## config.mk

```make
export PLATFORM = sky130hd
export DESIGN_NAME = stack_return_handler
export DESIGN_NICKNAME = d
export VERILOG_FILES = /design/src/rtl/stack_return_handler.sv
export SDC_FILE = /design/constraint.sdc
export NUM_CORES = 1
export LEC_CHECK = 0
export CELL_PAD_IN_SITES_DETAIL_PLACEMENT = 0
export CELL_PAD_IN_SITES_GLOBAL_PLACEMENT = 1
export CORE_ASPECT_RATIO = 1.75
export CORE_MARGIN = 2
export CORE_UTILIZATION = 19
export DETAILED_ROUTE_END_ITERATION = 7
export GPL_TIMING_DRIVEN = 0
export HOLD_SLACK_MARGIN = 0.1
export PLACE_DENSITY_LB_ADDON = 0.1
export SYNTH_ARGS = -nofsm -noshare
export SYNTH_HDL_FRONTEND = slang
export SYNTH_SLANG_ARGS = --single-unit
export TNS_END_PERCENT = 20
```

## constraint.sdc

```tcl
create_clock -name clk -period 3.2 [get_ports clk]
set_input_delay 0.32 -clock clk [delete_from_list [all_inputs] [get_ports clk]]
set_output_delay 0.32 -clock clk [all_outputs]
set_load 0.005 [all_outputs]
```

## src/rtl/stack_return_handler.sv

```systemverilog
// Stack-pull half of the 6502 return protocol: RTI restores PSR/PCL/PCH,
// RTS restores PCL/PCH and then bumps PC by one.
module stack_return_handler #(
  parameter logic [7:0] STACK_PAGE = 8'h01
) (
  input  logic        clk,
  input  logic        rst_x,
  input  logic        mem_rti,
  input  logic        mem_rts,
  input  logic        mem_ready,
  input  logic [7:0]  mem_data_in,
  output logic [15:0] mem_addr,
  output logic        mem_read,
  input  logic [7:0]  rgf_s,
  output logic [7:0]  rgf_data,
  output logic        rgf_set_psr,
  output logic        rgf_set_pcl,
  output logic        rgf_set_pch,
  output logic        rgf_inc_pc,
  output logic        rgf_popped,
  output logic        busy,
  output logic        done
);

  typedef enum logic [2:0] {
    IDLE     = 3'd0,
    PULL_PSR = 3'd1,
    PULL_PCL = 3'd2,
    PULL_PCH = 3'd3,
    INC_PC   = 3'd4
  } state_t;

  state_t state_r;
  logic   r_is_rti;
  logic   pull_s;
  logic   accept_s;
  logic [7:0] next_s_s;

  // Sequence FSM; strobes arriving outside IDLE are dropped, not queued.
  always_ff @(posedge clk or negedge rst_x) begin
    if (!rst_x) begin
      state_r  <= IDLE;
      r_is_rti <= 1'b0;
    end else begin
      case (state_r)
        IDLE: begin
          if (mem_rti) begin
            state_r  <= PULL_PSR;
            r_is_rti <= 1'b1;
          end else if (mem_rts) begin
            state_r  <= PULL_PCL;
            r_is_rti <= 1'b0;
          end else begin
            state_r  <= IDLE;
          end
        end
        PULL_PSR: state_r <= mem_ready ? PULL_PCL : PULL_PSR;
        PULL_PCL: state_r <= mem_ready ? PULL_PCH : PULL_PCL;
        PULL_PCH: begin
          if (mem_ready) begin
            state_r <= r_is_rti ? IDLE : INC_PC;
          end else begin
            state_r <= PULL_PCH;
          end
        end
        INC_PC:  state_r <= IDLE;
        default: state_r <= IDLE;
      endcase
    end
  end

  // S is pre-incremented per pull; the 8-bit add wraps FF to 00 inside the page.
  assign next_s_s = rgf_s + 8'd1;
  assign pull_s   = (state_r == PULL_PSR) || (state_r == PULL_PCL) || (state_r == PULL_PCH);
  assign accept_s = pull_s && mem_ready;

  // Output decode; the read handshake completes in the same cycle as mem_ready.
  always_comb begin
    mem_read    = pull_s;
    mem_addr    = pull_s ? {STACK_PAGE, next_s_s} : 16'h0000;
    rgf_popped  = accept_s;
    rgf_set_psr = accept_s && (state_r == PULL_PSR);
    rgf_set_pcl = accept_s && (state_r == PULL_PCL);
    rgf_set_pch = accept_s && (state_r == PULL_PCH);
    rgf_inc_pc  = (state_r == INC_PC);
    busy        = (state_r != IDLE);
    done        = (accept_s && (state_r == PULL_PCH) && r_is_rti) || (state_r == INC_PC);
    case (state_r)
      // Restored PSR always has bit 5 set and B clear.
      PULL_PSR: rgf_data = {mem_data_in[7:6], 1'b1, 1'b0, mem_data_in[3:0]};
      PULL_PCL: rgf_data = mem_data_in;
      PULL_PCH: rgf_data = mem_data_in;
      default:  rgf_data = 8'h00;
    endcase
  end

endmodule

```

# Word-level counts from Yosys, hierarchy flattened
# Cells that the tools add are included.
# op_classes
shift	0
mul	0
reduce_logical	13
bitwise	0
n_eq_ne	4
n_mux	11
magnitude_cmp	0
add_sub_neg	1
n_div	0
# op_table
op	n
8-bit one-hot mux with 2 select lines	1
3-bit one-hot mux with 4 select lines	1
9-bit 2-to-1 mux	1
8-bit by 1-bit adder with 8-bit output (second input constant)	1
3-bit by 2-bit equality test with 1-bit output (second input constant)	2
2-bit 2-to-1 mux	3
3-bit 2-to-1 mux	2
1-bit logical AND	5
3-bit by 1-bit equality test with 1-bit output (second input constant)	1
3-bit equality test (second input constant)	1
3-bit logical NOT	1
1-bit logical OR	3
1-bit 2-to-1 mux	3
3-bit nonzero test	1
2-bit AND reduction	1
2-bit nonzero test	1
2-bit OR reduction	1
# word_totals
inputBits	21
mem_bits_ro	0
ramBits	0
output_inout_bits	32
register_bits	4
latchBits	0
wordCells	31
n_memories	0

# Depth between registers and ports, before layout
# Gate-level depths: netlist of the first run.
# logic_depth
ltp_word	7
mapped_depth	6
mapped_depth_nobuf	4

# Worst setup path before layout of the first run
# No wires, ideal clock.
# synth_timing
kind	reg2out
startpoint	register state_r[1]
endpoint	output mem_addr[1]
arrival_time_ns	1.048
n_path_buf	2
setup_slack_ns	1.832
required_ns	2.880
stages_incl_launch_ff	7
path_cell_list	dfrtp_1 -> buf_2 -> nor2_2 -> or2_1 -> buf_6 -> clkinv_4 -> and2_1
# synth_via
elab_chain_cells	4
elab_cells_between_ends	6
cone_classes	eq/ne: 3; mux: 1; reduce/logical: 2
# synth_lines
element	line	source
from (decl)	33	state_t state_r;
from (signal assigned)	57	PULL_PSR: state_r <= mem_ready ? PULL_PCL : PULL_PSR;
from (signal assigned)	58	PULL_PCL: state_r <= mem_ready ? PULL_PCH : PULL_PCL;
from (signal assigned)	61	state_r <= r_is_rti ? IDLE : INC_PC;
3-bit by 1-bit equality test with 1-bit output / 3-bit by 2-bit equality test with 1-bit output (equally long branches)	74	assign pull_s = (state_r == PULL_PSR) || (state_r == PULL_PCL) || (state_r == PULL_PCH);
1-bit logical OR	74	
1-bit logical OR *	74	
named net mem_read	13	output logic mem_read,
9-bit 2-to-1 mux *	80	mem_addr = pull_s ? {STACK_PAGE, next_s_s} : 16'h0000;
to (decl)	12	output logic [15:0] mem_addr,
# Mark *: on every way through the listed nets, which the timed path passes. The rest lies on a longest branch.

# Final worst setup path of the first run
# layout_timing
startpoint	input rgf_s[0]
endpoint	output mem_addr[6]
# layout_via
elab_chain_cells	2
# layout_lines
element	line	source
from (decl)	14	input logic [7:0] rgf_s,
8-bit by 1-bit adder with 8-bit output	73	assign next_s_s = rgf_s + 8'd1;
9-bit 2-to-1 mux	80	
# Every way passes these cells.

==> results of run 1 <==
[cells in the final DEF, fill, tap and decap left out, types with 3 or more instances in the layout]
master | Yosys | final
sky130_fd_sc_hd__clkdlybuf4s50_1 | 0 | 45
sky130_fd_sc_hd__or3_1 | 3 | 3
sky130_fd_sc_hd__and2_1 | 9 | 9
sky130_fd_sc_hd__buf_4 | 8 | 8
sky130_fd_sc_hd__o21ai_0 | 4 | 4
sky130_fd_sc_hd__conb_1 | 1 | 7
sky130_fd_sc_hd__inv_1 | 3 | 3
sky130_fd_sc_hd__nor2_1 | 6 | 6
sky130_fd_sc_hd__dfrtp_1 | 4 | 4
sky130_fd_sc_hd__a21oi_1 | 3 | 3
sky130_fd_sc_hd__clkbuf_8 | 0 | 3
sky130_fd_sc_hd__nand2_1 | 5 | 5
[power breakdown]
| part | leakage, nW | switching [W] | internal [W] |
|---|---|---|---|
| combinational | 0.397 | 0.000195 | 0.000325 |
| sequential | 0.0480 | 0.0000244 | 0.0000736 |
| clock | 0.0216 | 0.0000231 | 0.0000799 |
| total | 0.467 | 0.000242 | 0.000478 |
[sequential cells by signal (all words and copies together), names as in the netlist]
register and count:
r_is_rti 1, state_r 3
[path summary, 6_finish.rpt]
path,to,depth (start not counted),slack [ps]
hold / removal,r_is_rti,1,310
setup / recovery,mem_addr[6],6,720
min in group clk,state_r[2],1,500
setup reg to reg,r_is_rti,4,1950
max in group asynchronous,state_r[2],1,2730
hold reg to reg,state_r[2],1,500
[area by class of cell]
type | instances | area share
Clock buffer | 3 | 0.03815
Buffer | 11 | 0.08092
Multi-Input combinational cell | 59 | 0.3225
Inverter | 4 | 0.01850
Sequential cell | 4 | 0.09249
Timing Repair Buffer | 45 | 0.4162
Tap cell | 27 | 0.03121
[worst max-delay path, cell delays in order]
cell	delay, ps
sky130_fd_sc_hd__clkdlybuf4s50_1	520
sky130_fd_sc_hd__ha_1	230
sky130_fd_sc_hd__nand2_1	80
sky130_fd_sc_hd__or3_1	310
sky130_fd_sc_hd__a21oi_1	170
sky130_fd_sc_hd__clkdlybuf4s50_1	520
[metal layers]
metal / share of wire / vias to the layer above / wire (um) / track usage
li1: - / 338 / - / -
met1: 0.30 / 264 / 525 / 0.08863
met2: 0.62 / 32 / 1073 / 0.2516
met3: 0.074 / 2 / 129 / 0.01456
met4: 0.0063 / 0 / 11 / 0.04040
met5: 0 / - / 0 / 0
[per-stage QoR]
stage	cells	power [W]	hold WS (ps)
floorplan	78	0.0003303	24.41
global placement	150	0.0006284	490.2
detailed placement	150	0.0006255	489.1
CTS	153	0.0007346	314.9
global route	153	0.0007820	319.4
finish	153	0.0007202	308.2
[cells by family after synthesis]
group | after synthesis
AOI/OAI and AO/OA | 12
and+or+nand+nor | 34
adders and majority gates | 1
DFF | 4
other | 1
buffers and inverters | 15
muxes | 1
xor gates and xnor gates | 4
==> results, run 1 <==
- The final-report hold violation count is 0.
- The worst min-delay path category is primary input to asynchronous set/reset pin.
- The sequential cells in the finished layout cover a total of 100.1 um^2.
- The complex-gate fraction of the synthesized area was 0.1382.
- The setup slack at placement is 708.6 ps.
- Entering global routing, the biggest net connects 11 pins.
- The flow ran to the end, and the final reports show no timing, DRC or antenna violations.
- The Yosys step of the flow raised 0 warnings.
- In the synthesized netlist, the number of instances is 72.
- The CTS tree is yes.
- The die boundary width is 44.09 um.
- The arrival time of the worst setup path is 2160 ps.
- In this run the standard cell core region covers 0.002690 mm^2.
- The number of antenna violations at the first check in global routing is 0.
- The via count of the first global-routing pass came to 651.
- After legalization and detailed placement, the total HPWL measured 1.542 mm.
- The cell type contributing the most total cell area after synthesis is sky130_fd_sc_hd__dfrtp_1.
- The starting DRC count in detailed routing is 7.
- The initial cell density of the core is 0.1986.
- Counting flops and latches in the post-synthesis netlist gives 4.
- The residual antenna-violating net count after detailed routing is 0.
- By count the netlist is led by sky130_fd_sc_hd__and2_1 (9), sky130_fd_sc_hd__buf_4 (8), sky130_fd_sc_hd__nor2_1 (6).
- The dominant synthesized flop cell is sky130_fd_sc_hd__dfrtp_1.
- The final-layout fill cell count is 289.
- The number of ports placed on the die boundary is 53.
- For this design, the CTS-stage hold fixing added 0 buffers.
- The average size of a mapped cell is 7.420 um^2.
- The most critical setup path has its startpoint at rgf_s[0].
- The worst setup slack after layout is 716.7 ps.
- The total number of H-tree levels is 1.
- Compared with the post-synthesis result, the final layout area differs by 102.6%.
- Of the available clock period, the critical path in the final layout requires 0.7760.
- For this run, the total global-route usage over all layers was measured as 0.1127.
- The origin of the critical flop-to-flop path is state_r[2].
- Setup violations remaining at the end of the flow were counted as 0.
- The worst clock skew is 0.3782 ps.
- In the final routed layout, each cell accounts on average for 11.37 um.
- The initialized floorplan defines 25 standard-cell rows.
- Power spread over the standard cell area amounts to 665.5 mW/mm^2.
- The finished cells cover 0.001082 mm^2.
- The post-synthesis instance area is 534.3 um^2.
- No sink is reached through more buffers than the 2 on the longest clock path.
- The sink count of the clock tree is 4.
- Of the total synthesized cell area, the portion taken by XOR and XNOR cells is 0.06557.
- The netlist uses 31 different library cells.
- Of the post-synthesis cell area, the dominant cell type holds 0.1874.
- After the last flow step, the layout net total stands at 150.
- The synthesized-area fraction occupied by adder cells is 0.02342.
- The clock reaches the later pin of the worst-skew pair after 210 ps.
- The average via count per standard cell is 4.157.
- The max-slew violation total from the final report is 0.
- The number of synthesized flops with an enable pin is 0.
- By area the synthesized netlist is led by sky130_fd_sc_hd__dfrtp_1 (19%), sky130_fd_sc_hd__buf_4 (11%), sky130_fd_sc_hd__and2_1 (11%).
- Setup repair after global routing left no endpoint under its margin.
- The worst setup path is launched from a primary input.
- Post-CTS timing repair inserted 0 buffers for setup.
- The largest voltage drop on the vdd net is 0.2947 mV.
- By area, the combinational part of the netlist is dominated by simple AND/OR/NAND/NOR gates.
- Of the post-synthesis cell area, the part taken by muxes is 0.01874.
- The length of the first detailed-routing pass in iterations is 4.
- The worst setup path is of the primary input to primary output kind.
- After detailed routing, the total wire length is 1.740 mm.
- In this run, CTS created clock tree buffers numbering 3.
- The cell with the most instances after synthesis is sky130_fd_sc_hd__and2_1.
- The buffer cell driving the clock tree root is sky130_fd_sc_hd__clkbuf_8.
- After global routing the overflow that remains totals 0.
- The combined area of the multi-input logic cells is 349.1 um^2.
- The fraction of registers with async set or reset after synthesis is 1.000.
- The number of maximum-capacitance constraint violations is 0.
- Clock-pin slew was measured on the worst setup and hold paths at 30 ps.
- The setup TNS after final layout is 0 ps.
- The smallest clock period supported by the final layout is computed as 2483 ps.
- The last weighted congestion value of the routability-driven placer is 0.7633.
- The cell leakage power is 0.4668 nW.
- The detailed router placed 636 vias in this run.
- The maximum clock frequency is 0.4027 GHz.
- The worst endpoint required time is 2880 ps.
- The first global-routing pass estimated 2.739 mm of wire.
- Along the worst path, the maximum fanout reaches 3.
- The placed instances occupy a cell area of 0.001041 mm^2.
- 0 antenna diodes ended up in the layout.
- Of the cells placed in the final design, the portion with a size suffix greater than 1 is 0.1429.
- The post-cts sizing count is 0.
- The sequential share of the synthesized area is 0.1874.
- The area of the die is 0.003269 mm^2.
- In this run the vertical extent of the chip is 74.15 um.
- The category of the worst setup path capture point is a primary output.
- The core occupancy in the finished layout is 0.4023.
- The fraction of the mapped netlist area in simple logic gates is 0.3583.
- The number of I/O port buffers is 45.
- After detailed routing, the number of remaining DRC violations is 0.
(Power assumes the default switching activity.)
==> run 2, diff against run 1 <==
Settings changed: CORE_UTILIZATION 19 to 18.
Clock period 3.2 ns to 2.3 ns, I/O delays scaled along.
==> results, run 2 (synthesized netlist as in run 1, its figures left out) <==
- The min-delay analysis places its worst path in the category primary input to asynchronous set/reset pin.
- The final clock period utilization by the worst path is 0.9546.
- The first global-routing pass estimated 2.918 mm of wire.
- The largest registers in the layout are state_r: 3 flops, r_is_rti: 1 flops.
- The core region is 0.002863 mm^2.
- The core occupancy in the finished layout is 0.3855.
- For this run, design rule violations remaining after detail routing come to 0.
- The worst endpoint required time is 2070 ps.
- The category of the worst setup path capture point is a primary output.
- The number of antenna diodes in the final layout is 0.
- The largest net degree at the start of global routing is 11.
- Setup violations remaining at the end of the flow were counted as 0.
- Derived from the worst setup path, the maximum achievable clock frequency is 0.4554 GHz.
- The register clock-pin slew on the reported worst setup and hold paths is 30 ps.
- Counting cells, the worst reg-to-reg path comes to 4.
- CTS built an H-tree with a depth of 1.
- The number of antenna violations at the first check in global routing is 0.
- Relative to the synthesized area, the layout overhead comes to 106.6%.
- state_r holds more flip-flops than any other register.
- The number of ports placed on the die boundary is 53.
- Dividing the detail-routed wire length by the instance count gives 11.42 um.
- In the layout the commonest cells are sky130_fd_sc_hd__clkdlybuf4s50_1 (42), sky130_fd_sc_hd__and2_1 (9), sky130_fd_sc_hd__buf_4 (8).
- The clock latency at the later pin of the worst-skew pair is 220 ps.
- The final net count is 150.
- The arrival time of the worst setup path is 1970 ps.
- The initial utilization of the core area, before any placement, comes to 0.1866.
- In the global route stage, overall resource usage came out at 0.1119.
- The register with the most flip-flops in the layout has 3 of them.
- In this run the static leakage power is 0.4943 nW.
- The die covers 0.003437 mm^2.
- The last weighted congestion value of the routability-driven placer is 0.6712.
- In this run the register-to-register setup slack is 1050 ps.
- The die is 76.07 um tall.
- For this block, the initial DRC count from the detailed router was 2.
- Max-cap violations in this run came to 0.
- The sink count of the clock tree is 4.
- The count of buffers added on input and output ports is 45.
- The die boundary width is 45.19 um.
- The number of hold buffers added after CTS was 0.
- Dividing the detail-routed via count by the number of cells gives 4.286.
- The maximum buffer depth of the clock tree is 2.
- The largest voltage drop on the vdd net is 0.5606 mV.
- The length of the first detailed-routing pass in iterations is 4.
- STA classifies the critical path startpoint as a primary input.
- Of the cells placed in the final design, the portion with a size suffix greater than 1 is 0.1508.
- The detailed router placed 660 vias in this run.
- The number of rows in the core area is 26.
- The half-perimeter wire length after detailed placement is 1.457 mm.
- The residual antenna-violating net count after detailed routing is 0.
- The flow ran to the end, and the final reports show no timing, DRC or antenna violations.
- The cell area power density is 917.5 mW/mm^2.
- The worst clock skew is 0.2585 ps.
- The critical path is of the primary input to primary output type.
- Leaving out fill and tap cells, the most frequent cell in the layout is sky130_fd_sc_hd__clkdlybuf4s50_1.
- Setup repair after global routing left no endpoint under its margin.
- The reg-to-reg critical path endpoint is r_is_rti.
- For the finished layout, the period the worst path requires is 2196 ps.
- The max-slew violation total from the final report was 0.
- The final-report hold violation count was 0.
- The origin of the critical flop-to-flop path is state_r[2].
- The via count of the first global-routing pass is 662.
- The largest fanout on the critical path is 5.
- The number of buffers inserted during clock tree synthesis is 3.
- The total wirelength of the detailed-routed design is 1.758 mm.
- The CTS tree is yes.
- The total overflow reported by the global router is 0.
- Setup total negative slack on the finished layout was measured at 0 ps.
- Clock tree synthesis selected as its root buffer the cell sky130_fd_sc_hd__clkbuf_8.
- The final-layout fill cell count is 321.
## run 2: metal layers
metal / up-vias / track usage / share of wire
li1: 337 / - / -
met2: 35 / 0.2171 / 0.61
met1: 286 / 0.1027 / 0.31
met3: 2 / 0.02133 / 0.073
met5: - / 0 / 0
met4: 0 / 0.04412 / 0.0057
## run 2: cell type report
cell class | count | area, um^2 | share of cell area
Tap cell | 28 | 35.03 | 0.03175
Timing Repair Buffer | 45 | 457.9 | 0.4150
Multi-Input combinational cell | 59 | 361.6 | 0.3277
Inverter | 4 | 20.02 | 0.01814
Sequential cell | 4 | 100.1 | 0.09070
Buffer | 11 | 87.58 | 0.07936
Clock buffer | 3 | 41.29 | 0.03741
## run 2: how the worst max path moves through the flow
stage / start / to / slack (ps) / cells after the start
3_3_place_gp: rgf_s[0] / mem_addr[6] / 30 / 6
3_5_place_dp: rgf_s[0] / mem_addr[6] / 20 / 6
5_1_grt: rgf_s[2] / mem_addr[5] / 30 / 5
6_report: rgf_s[2] / mem_addr[5] / 100 / 5
2_1_floorplan: state_r[1] / mem_addr[1] / 1020 / 6
4_1_cts: rgf_s[0] / mem_addr[6] / 8 / 6
## run 2: metrics by stage
step | instance area, um^2 | hold WS, ps | setup WS, ps | power (W) | cells
after CTS | 1084 | 220.2 | 8.315 | 0.001031 | 154
final | 1104 | 216.7 | 104.3 | 0.001013 | 154
after floorplan | 556.8 | -65.59 | 1022 | 0.0004596 | 78
after global placement | 1042 | 446.8 | 32.07 | 0.0008756 | 151
after detailed placement | 1042 | 450.1 | 20.88 | 0.0008692 | 151
after global routing | 1104 | 232.6 | 31.20 | 0.001100 | 154
## run 2: where the power goes
| part | switching [W] | total, W | internal (W) |
|---|---|---|---|
| Combinational | 0.000274 | 0.000727 | 0.000453 |
| Clock | 0.0000381 | 0.000150 | 0.000112 |
| Sequential | 0.0000335 | 0.000136 | 0.000102 |
## run 2: repair_timing
| action | in CTS | in global routing |
|---|---|---|
| endpoints found under the setup margin | 0 | 1 |
| gates resized for setup | 0 | 5 |
| setup buffers | 0 | 0 |
## run 2: critical path, stage by stage
cell	delay, ps
sky130_fd_sc_hd__clkdlybuf4s50_1	570
sky130_fd_sc_hd__nand3_2	150
sky130_fd_sc_hd__or3_1	360
sky130_fd_sc_hd__a21oi_1	140
sky130_fd_sc_hd__clkdlybuf4s50_1	510
==> run 3, diff against run 2 <==
Settings changed: CTS_CLUSTER_DIAMETER set to 40, SETUP_SLACK_MARGIN set to 0.05.
==> results of run 3 <==
Same layout as run 2 (identical final DEF). Status: finished clean.
Main changes from that run: number of gates resized after CTS 0 -> 2; wire length of the first global-routing pass 2918 um -> 2904 um; via count of the first global-routing pass 662 -> 660; overall routing resource usage 0.1119 -> 0.1114; met1 usage 0.1027 -> 0.1013
